$ cat config.mk
export PLATFORM = sky130hd
export DESIGN_NAME = au_cnt_gray
export DESIGN_NICKNAME = d
export VERILOG_FILES = /design/src/rtl/au_cnt_gray.sv
export SDC_FILE = /design/constraint.sdc
export NUM_CORES = 1
export LEC_CHECK = 0
export ABC_AREA = 1
export CELL_PAD_IN_SITES_DETAIL_PLACEMENT = 0
export CELL_PAD_IN_SITES_GLOBAL_PLACEMENT = 1
export CORE_MARGIN = 2
export CORE_UTILIZATION = 33
export CTS_BUF_LIST = sky130_fd_sc_hd__clkbuf_2 sky130_fd_sc_hd__clkbuf_4 sky130_fd_sc_hd__clkbuf_8
export DETAILED_ROUTE_END_ITERATION = 10
export PLACE_DENSITY_LB_ADDON = 0.1
export SYNTH_ARGS = -nofsm -noshare
export SYNTH_HDL_FRONTEND = slang
export SYNTH_SLANG_ARGS = --single-unit
$ cat constraint.sdc
create_clock -name clk -period 4.2 [get_ports clk]
set_input_delay 1.05 -clock clk [delete_from_list [all_inputs] [get_ports clk]]
set_output_delay 1.05 -clock clk [all_outputs]
set_load 0.01 [all_outputs]
$ cat src/rtl/au_cnt_gray.sv
// Up/down Gray-code counter with parallel load, terminal count and wrap pulse.
// The next state is formed directly in the Gray domain: the parity of q selects
// whether bit 0 toggles; otherwise the bit just above the lowest set bit toggles.
// ARCH picks how the "all lower bits are zero" prefix is built:
// 0 = ripple chain, 1 = Kogge-Stone log-depth tree, 2 = flat per-bit reduction.
// Any other ARCH value falls back to the ripple chain.
// Optional build macro AU_CNT_GRAY_SAT_EN: saturate at terminal count instead of wrapping.
module au_cnt_gray #(
    parameter int unsigned      WIDTH = 8,
    parameter int unsigned      ARCH  = 0,
    parameter logic [WIDTH-1:0] INIT  = '0
) (
    input  logic             clk,
    input  logic             rst_n,
    input  logic             en,
    input  logic             dir,
    input  logic             load,
    input  logic [WIDTH-1:0] d,
    output logic [WIDTH-1:0] q,
    output logic [WIDTH-1:0] q_bin,
    output logic             tc,
    output logic             wrap
);

    // Gray code of 2^WIDTH-1 is a lone MSB.
    localparam logic [WIDTH-1:0] TcUp = WIDTH'(1) << (WIDTH - 1);

    logic [WIDTH-1:0] cnt_q, cnt_d;
    logic [WIDTH-1:0] step;
    logic             wrap_q, wrap_d;

    if (WIDTH == 1) begin : g_w1
        // A 1-bit Gray counter toggles on every step in either direction.
        always_comb step = ~cnt_q;
    end else begin : g_wn
        localparam int PW = int'(WIDTH) - 1;

        // none[i] is set when cnt_q[i-1:0] is all zero (none[0] is vacuously set).
        logic [WIDTH-1:0] none;
        logic [WIDTH-1:0] flip;
        logic             parity;

        if (ARCH == 1) begin : g_ks
            logic [PW-1:0] pre, tmp;
            // Log-depth prefix AND over the inverted lower bits.
            always_comb begin
                pre = ~cnt_q[PW-1:0];
                tmp = '0;
                for (int s = 1; s < PW; s = s * 2) begin
                    tmp = pre;
                    for (int i = s; i < PW; i++) begin
                        pre[i] = tmp[i] & tmp[i-s];
                    end
                end
                none[0] = 1'b1;
                for (int i = 1; i < int'(WIDTH); i++) begin
                    none[i] = pre[i-1];
                end
            end
        end else if (ARCH == 2) begin : g_flat
            logic [WIDTH-1:0] low_mask;
            // Independent wide NOR per output bit.
            always_comb begin
                low_mask = '0;
                for (int i = 0; i < int'(WIDTH); i++) begin
                    low_mask = '0;
                    for (int j = 0; j < i; j++) begin
                        low_mask[j] = 1'b1;
                    end
                    none[i] = ~|(cnt_q & low_mask);
                end
            end
        end else begin : g_ripple
            // Serial prefix AND chain.
            always_comb begin
                none[0] = 1'b1;
                for (int i = 1; i < int'(WIDTH); i++) begin
                    none[i] = none[i-1] & ~cnt_q[i-1];
                end
            end
        end

        assign parity = ^cnt_q;

        // Toggle bit 0 on even parity going up / odd parity going down, otherwise
        // toggle the bit above the lowest set bit; the MSB also absorbs the
        // "no lower bit set" case, which is the wrap step.
        always_comb begin
            flip    = '0;
            flip[0] = parity ^ dir;
            for (int i = 1; i < int'(WIDTH) - 1; i++) begin
                flip[i] = ~flip[0] & cnt_q[i-1] & none[i-1];
            end
            flip[WIDTH-1] = ~flip[0] &
                            (none[WIDTH-1] | (cnt_q[WIDTH-2] & none[WIDTH-2]));
            step = cnt_q ^ flip;
        end
    end

    // Terminal count tracks dir combinationally.
    assign tc = dir ? (cnt_q == TcUp) : (cnt_q == '0);

    // Next-state selection: load beats count, count beats hold.
    always_comb begin
        cnt_d  = cnt_q;
        wrap_d = 1'b0;
        if (load) begin
            cnt_d = d;
        end else if (en) begin
`ifdef AU_CNT_GRAY_SAT_EN
            if (!tc) begin
                cnt_d = step;
            end
`else
            cnt_d  = step;
            wrap_d = tc;
`endif
        end
    end

    // State registers with synchronous active-low reset.
    always_ff @(posedge clk) begin
        if (!rst_n) begin
            cnt_q  <= INIT;
            wrap_q <= 1'b0;
        end else begin
            cnt_q  <= cnt_d;
            wrap_q <= wrap_d;
        end
    end

    // Gray to binary: running XOR from the MSB down.
    always_comb begin
        q_bin[WIDTH-1] = cnt_q[WIDTH-1];
        for (int i = int'(WIDTH) - 2; i >= 0; i--) begin
            q_bin[i] = q_bin[i+1] ^ cnt_q[i];
        end
    end

    assign q    = cnt_q;
    assign wrap = wrap_q;

endmodule

# Yosys cells after proc, flatten, opt, wreduce, memory -nomap -nowiden
# Cells that the tools add are included.
# word_totals
output_inout_bits,18
regBits,9
wordCells,49
inputBits,13
# classes
bitwise,39
n_reduce_logical,4
muxes,3
eq_ne,1
# op_table
op,n
$and A1 B1 Y1,19
$mux W8,2
$not A1 Y1,10
$eq A8 B8 Y1 const B,1
$logic_not A8 Y1,1
$reduce_xor A8 Y1,1
$xor A1 B1 Y1,8
$xor A8 B8 Y8,1
$reduce_or A3 Y1,1
$reduce_bool A2 Y1,1
$mux W1,1
$or A1 B1 Y1,1

# Logic depth before layout (Yosys ltp)
# Gate-level depths: netlist (run 1).
# depth
word_depth,12
mapped_depth,14
mapped_depth_nobuf,14

# Worst setup path after synthesis (run 1)
# Ideal clock, no wire load.
# synth_timing
path_type,register to output
startpoint,reg cnt_q[7] (netlist: q[7])
endpoint,out q_bin[0]
arrival_time_ps,1797
required_ps,3150
path_stages_with_launch,15
n_path_buf,0
path_slack_ps,1353
cell_sequence,dfxtp_1 -> inv_1 -> ha_1 -> inv_1 -> nand2_1 -> nand2_2 -> nand2_2 -> nand2_1 -> nand2_2 -> nand2_2 -> nand2_2 -> nand3_2 -> nand2_2 -> nand2_1 -> nand2_1
# synth_between
elab_chain_cells,7
# synth_lines
element,line,source
start: declaration,28,"logic [WIDTH-1:0] cnt_q, cnt_d;"
start signal: assignment,127,cnt_q <= cnt_d;
$xor A1 B1 Y1,136,q_bin[i] = q_bin[i+1] ^ cnt_q[i];
net q_bin[6],20,"output logic [WIDTH-1:0] q_bin,"
$xor A1 B1 Y1,136,
net q_bin[5],20,
$xor A1 B1 Y1 (4 in a row),136,
net q_bin[1],20,
$xor A1 B1 Y1,136,
end: declaration,20,
# The timed path passes the listed nets, and every way through them passes these cells.

# Worst setup path in the final report (run 1)
# layout_timing
startpoint,in dir
endpoint,out tc
# layout_between
elab_chain_cells,1
# layout_lines
element,line,source
start: declaration,16,"input logic dir,"
$mux W1,101,assign tc = dir ? (cnt_q == TcUp) : (cnt_q == '0);
end: declaration,21,"output logic tc,"
# No other way between the ends.

==> results of run 1 <==
-- critical path: stages --
cell and delay (ns):
clkdlybuf4s50_1 0.51, nor2_1 0.06, nor3_1 0.31, clkdlybuf4s50_1 0.60
-- sequential cells by signal (all words and copies together) (netlist names) --
register / count
q: 8
wrap: 1
-- synthesized netlist by cell type --
master,instances,area [um2]
nand3_1,20,100.1
nor3_1,3,15.01
a21oi_1,6,30.03
a22oi_1,6,45.04
a31oi_1,1,6.260
nand3_2,2,20.02
nand4_1,7,43.79
nor2_1,8,30.03
inv_1,11,41.29
clkbuf_1,1,3.750
o21ai_1,2,10.01
nand2_1,25,93.84
ha_1,6,75.07
inv_2,8,30.03
nand2_2,6,37.54
dfxtp_1,9,180.2
buf_6,1,11.26
xor2_1,2,17.52
and2_1,1,6.260
nand2_4,1,11.26
nor2_2,1,6.260
buf_4,2,15.01
-- cell families (layout without fill, tap and decap cells) --
family / after synthesis / after routing / synth area share
and+or+nand+nor: 74 / 74 / 0.4389
buffers and inverters: 23 / 53 / 0.1222
AOI/OAI and AO/OA: 15 / 15 / 0.1101
DFF: 9 / 9 / 0.2172
adders and majority gates: 6 / 6 / 0.09050
xor gates and xnor gates: 2 / 2 / 0.02112
-- metrics by stage --
step | total power (W) | hold slack [ns] | utilization | cells | instance area (um2)
after global routing | 0.0003875 | 0.6352 | 0.4799 | 189 | 1167
after floorplan | 0.0002196 | 0.5645 | - | 129 | 829.5
after CTS | 0.0003592 | 0.5933 | 0.4799 | 189 | 1167
after global placement | 0.0002857 | 0.5660 | 0.4676 | 185 | 1137
final | 0.0003564 | 0.5986 | 0.4799 | 189 | 1167
after detailed placement | 0.0002873 | 0.5829 | 0.4676 | 185 | 1137
-- power groups by stage --
stage / combinational [W] / clock, W / sequential (W)
floorplan: 0.000116 / 0 / 0.000103
global placement: 0.000183 / 0 / 0.000103
detailed placement: 0.000184 / 0 / 0.000103
CTS: 0.000185 / 0.0000731 / 0.000101
global route: 0.000206 / 0.0000793 / 0.000102
finish: 0.000184 / 0.0000717 / 0.000101
-- path summary, 6_finish.rpt --
path,cells after the start,to,start
max,4,tc,dir
min,2,q[1]$_SDFFE_PN0P_,q[1]$_SDFFE_PN0P_
min reg2reg,2,q[1]$_SDFFE_PN0P_,q[1]$_SDFFE_PN0P_
max reg2reg,9,q[0]$_SDFFE_PN0P_,q[1]$_SDFFE_PN0P_
-- area by class of cell --
class / instances / area, um2 / share of cell area
flip-flops and latches: 9 / 180.2 / 0.1543
multi-input cells: 97 / 548.0 / 0.4695
clock buffers: 4 / 30.03 / 0.02572
repair buffers: 30 / 300.3 / 0.2572
well taps: 30 / 37.54 / 0.03215
inverters: 19 / 71.32 / 0.06109
-- routing by layer --
metal  vias to the layer above  wire length, um
li1                        494                -
met1                       422             1051
met2                        17              968
met3                         2               65
met4                         0               11
met5                         -                0
==> metrics.txt, run 1 <==
post-route minimum period=~3.6 ns; number of hold buffers added after CTS=0; pre-CTS WS=approximately 0.60 ns; # rows=18; Max rail drop VDD=0.0001898 V; met1 GRT Util=0.2308; Syn Inst Count=between 100 and 150; GRT Total Usage=0.1617; WP data required=~3.2 ns; Final ANT Viol Nets=0; Syn Nets=between 100 and 150; pin count of the biggest net entering global routing=14; die footprint=0.002931 mm2; #FFs+latches synth=9; Post-DP HPWL=roughly 1.7 mm; Synth-to-Final Area Change=40.72%; first-pass GRT wire length=about 3.5 mm; sequential-to-total area share from yosys stat=0.2172; total negative slack=0 ns; Buffers on Ports=30; Setup Viol. Count Final=0; CTS tree=built; Routability Congestion=a little under 0.8; Ports=31; Worst slew margin=0.6731; NetSw=~0.00014 W; CTS max path bufs=2; clock sinks=9; wire per inst=approximately 11 um; Slew @ Worst Pin=between 0.4 and 0.5 ns; commonest non-fill, non-tap cell in the layout=clkdlybuf4s50_1; Peak Freq=roughly 280 MHz; CORE AREA=0.002432 mm2; met2 usage=0.2530; Clk pwr share=0.201; Fin Clk Skew=~0.0021 ns; max-cap violations=0; ANT cells=0; initial antenna violation count=0; most frequent cells in the layout=clkdlybuf4s50_1, nand2_1, nand3_1; Worst Hold Class=flop to flop; RSZ-0062 raised after global routing=no; Fin. Hold Viols=0; Clock transition at path regs=roughly 0.060 ns; crit path DAT=approximately 2.5 ns; Comb power frac=0.515; drt drc=0; Switching Share=0.3830; Starting Density=0.3410; status=finished clean; postcts setup bufs=0; final WL=between 2 and 2.5 mm; Mean Syn Cell Area=about 6.4 um2; fillers=approximately 270; Pleak=approximately 0.52 nW; P_int=approximately 0.00022 W; fraction of layout instances using a drive strength above 1=0.1384; period utilization=0.8540; synth warn=0; clk_lat worst skew=approximately 0.25 ns; Max Slew Vio Count=0; die width=about 54 um; R2R Setup Slk=1.73 ns; Vias=roughly 940; GR Overflow Total=0; mapped cell area=~830 um2; crit-path max FO=3; Critical Path Sink Type=primary output; Setup WS post-layout=~0.61 ns; Flop pwr share=0.283; layer with the highest usage=met2; First DRT Iteration DRCs=11; TritonCTS buffer count=3; vias in the first global route=approximately 830; Root Driver=clkbuf_4; First-pass DRT Iterations=4; nets=179; Via density=slightly below 5; critical setup path kind=input port to primary output; H-tree Lvls=1; M3 GR Usage=0.01667; Setup crit start kind=input port; CTS resizes=0; pwr dens=approximately 310 mW/mm2; Die H=54.14 um; post-synth cell types=22
No activity file was read; power rests on OpenSTA's default activity.
==> inputs of run 2 (changes only) <==
--- a/config.mk
+++ b/config.mk
@@ -10,2 +10,3 @@
 export CELL_PAD_IN_SITES_GLOBAL_PLACEMENT = 1
+export CORE_ASPECT_RATIO = 0.8
 export CORE_MARGIN = 2
==> constraint.sdc (replaced) <==
create_clock -name clk -period 4.2 [get_ports clk]
set_input_delay 0.84 -clock clk [delete_from_list [all_inputs] [get_ports clk]]
set_output_delay 0.84 -clock clk [all_outputs]
set_load 0.01 [all_outputs]
==> metrics.txt, run 2 (synthesis results as in run 1) <==
period utilization=0.8105 (was 0.8540); Routability Congestion=0.7180 (was 0.7886); Peak Freq=293.8 MHz (was 278.8 MHz); most frequent cells in the layout=clkdlybuf4s50_1, nand2_1, nand3_1 (unchanged); Max Slew Vio Count=0 (unchanged); nets=179 (unchanged); crit-path max FO=6 (was 3); wire per inst=11.49 um (was 11.10 um); fraction of layout instances using a drive strength above 1=0.1384 (unchanged); Fin Clk Skew=0.006898 ns (was 0.002080 ns); pin count of the biggest net entering global routing=14 (unchanged); Fin. Hold Viols=0 (unchanged); WP data required=3.36 ns (was 3.15 ns); critical setup path kind=flop to primary output (was input port to primary output); Worst slew margin=0.6710 (was 0.6731); Placed Instance Area=0.001145 mm2 (was 0.001137 mm2); max-cap violations=0 (unchanged); postcts setup bufs=0 (unchanged); GR Overflow Total=0 (unchanged); depth of the worst hold-timing path=2 (unchanged); clock sinks=9 (unchanged); Buffers on Ports=30 (unchanged); Critical Path Sink Type=primary output (unchanged); H-tree Lvls=1 (unchanged); # rows=16 (was 18); RSZ-0062 raised after global routing=no (unchanged); number of hold buffers added after CTS=0 (unchanged); Final Util=0.4850 (was 0.4799); total negative slack=0 ns (unchanged); R2R Setup Slk=1.74 ns (was 1.73 ns); CTS max path bufs=2 (unchanged); Largest register FFs=8 (unchanged); post-route minimum period=3.404 ns (was 3.587 ns); clk_lat worst skew=0.26 ns (was 0.25 ns); Starting Density=0.3425 (was 0.3410); Slew @ Worst Pin=0.4916 ns (was 0.4886 ns); capturing point of the worst reg2reg path=q[0]$_SDFFE_PN0P_ (unchanged); DP Cell Count=191 (was 185); Setup crit start kind=flop (was input port); post-route cell area=0.001175 mm2 (was 0.001167 mm2); Vias=934 (was 935); commonest non-fill, non-tap cell in the layout=clkdlybuf4s50_1 (unchanged); vias in the first global route=850 (was 826); crit path DAT=2.56 ns (was 2.54 ns); Max rail drop VDD=0.0001719 V (was 0.0001898 V); Synth-to-Final Area Change=41.63% (was 40.72%); drt drc=0 (unchanged); first-pass GRT wire length=4.008 mm (was 3.477 mm); CTS resizes=0 (unchanged); Die H=48.85 um (was 54.14 um); First-pass DRT Iterations=4 (unchanged); Setup Viol. Count Final=0 (unchanged); Worst Hold Class=flop to flop (unchanged); Post-DP HPWL=1.698 mm (was 1.694 mm); die width=60.06 um (was 54.14 um); CORE AREA=0.002422 mm2 (was 0.002432 mm2); Clock transition at path regs=0.07 ns (was 0.06 ns); GRT Total Usage=0.1758 (was 0.1617); end point of the critical path=q_bin[0] (was tc); fin cells=195 (was 189); First DRT Iteration DRCs=19 (was 11); die footprint=0.002933 mm2 (was 0.002931 mm2); Root Driver=clkbuf_4 (unchanged); ANT cells=0 (unchanged); status=finished clean (unchanged); initial antenna violation count=0 (unchanged); CTS tree=built (unchanged); Worst R2R Start=q[1]$_SDFFE_PN0P_ (unchanged); Via density=4.790 (was 4.947); Min Hold Slack=0.5981 ns (was 0.5986 ns); Final ANT Viol Nets=0 (unchanged); final WL=2.241 mm (was 2.097 mm); Setup crit start=q[7]$_SDFFE_PN0P_ (was dir); Pleak=0.5243 nW (unchanged); R2R cell count=9 (unchanged); TritonCTS buffer count=3 (unchanged); pwr dens=307.2 mW/mm2 (was 305.3 mW/mm2); Ports=31 (unchanged)
==> run 2: per-stage QoR <==
step,worst slack (ns),total power (W)
after floorplan,1.563,0.0002196
after global placement,1.022,0.0002873
after detailed placement,1.011,0.0002881
after CTS,0.7625,0.0003653
after global routing,0.5489,0.0003963
final,0.7961,0.0003609
==> run 2: worst min-delay path by stage <==
stage	slack (ns)	startpoint	endpoint
5_1_grt	0.63	q[1]$_SDFFE_PN0P_	q[1]$_SDFFE_PN0P_
3_5_place_dp	0.57	q[1]$_SDFFE_PN0P_	q[1]$_SDFFE_PN0P_
3_3_place_gp	0.57	q[1]$_SDFFE_PN0P_	q[1]$_SDFFE_PN0P_
4_1_cts	0.59	q[1]$_SDFFE_PN0P_	q[1]$_SDFFE_PN0P_
6_report	0.60	q[1]$_SDFFE_PN0P_	q[1]$_SDFFE_PN0P_
2_1_floorplan	0.56	q[1]$_SDFFE_PN0P_	q[1]$_SDFFE_PN0P_
==> run 2: power breakdown <==
part,internal (W),switching (W),total (W)
clock,0.0000431,0.0000326,0.0000758
sequential,0.0000913,0.00000968,0.000101
combinational,0.0000855,0.0000987,0.000184
total,0.000220,0.000141,0.000361
==> run 2: layer usage <==
| metal | wire [um] | GRT usage |
|---|---|---|
| met5 | 0 | 0 |
| met4 | 0 | 0.01111 |
| met3 | 145 | 0.04775 |
| met1 | 1155 | 0.2680 |
| met2 | 940 | 0.2572 |
==> run 2: critical path, cell delays in order, from the launching register on <==
cell and delay (ns):
dfxtp_1 0.43, inv_1 0.08, ha_1 0.39, inv_1 0.08
nand2_1 0.11, nand2_2 0.07, nand2_2 0.06, nand3_1 0.12
nand3_1 0.16, nand3_2 0.10, nand2_2 0.09, nand2_1 0.05
nand2_1 0.06, clkdlybuf4s50_1 0.53
==> run 2: layout make-up <==
cell class,count,area [um2]
fillers,273,1247
multi-input cells,97,548.0
repair buffers,30,300.3
flip-flops and latches,9,180.2
inverters,19,71.32
well taps,36,45.04
clock buffers,4,30.03
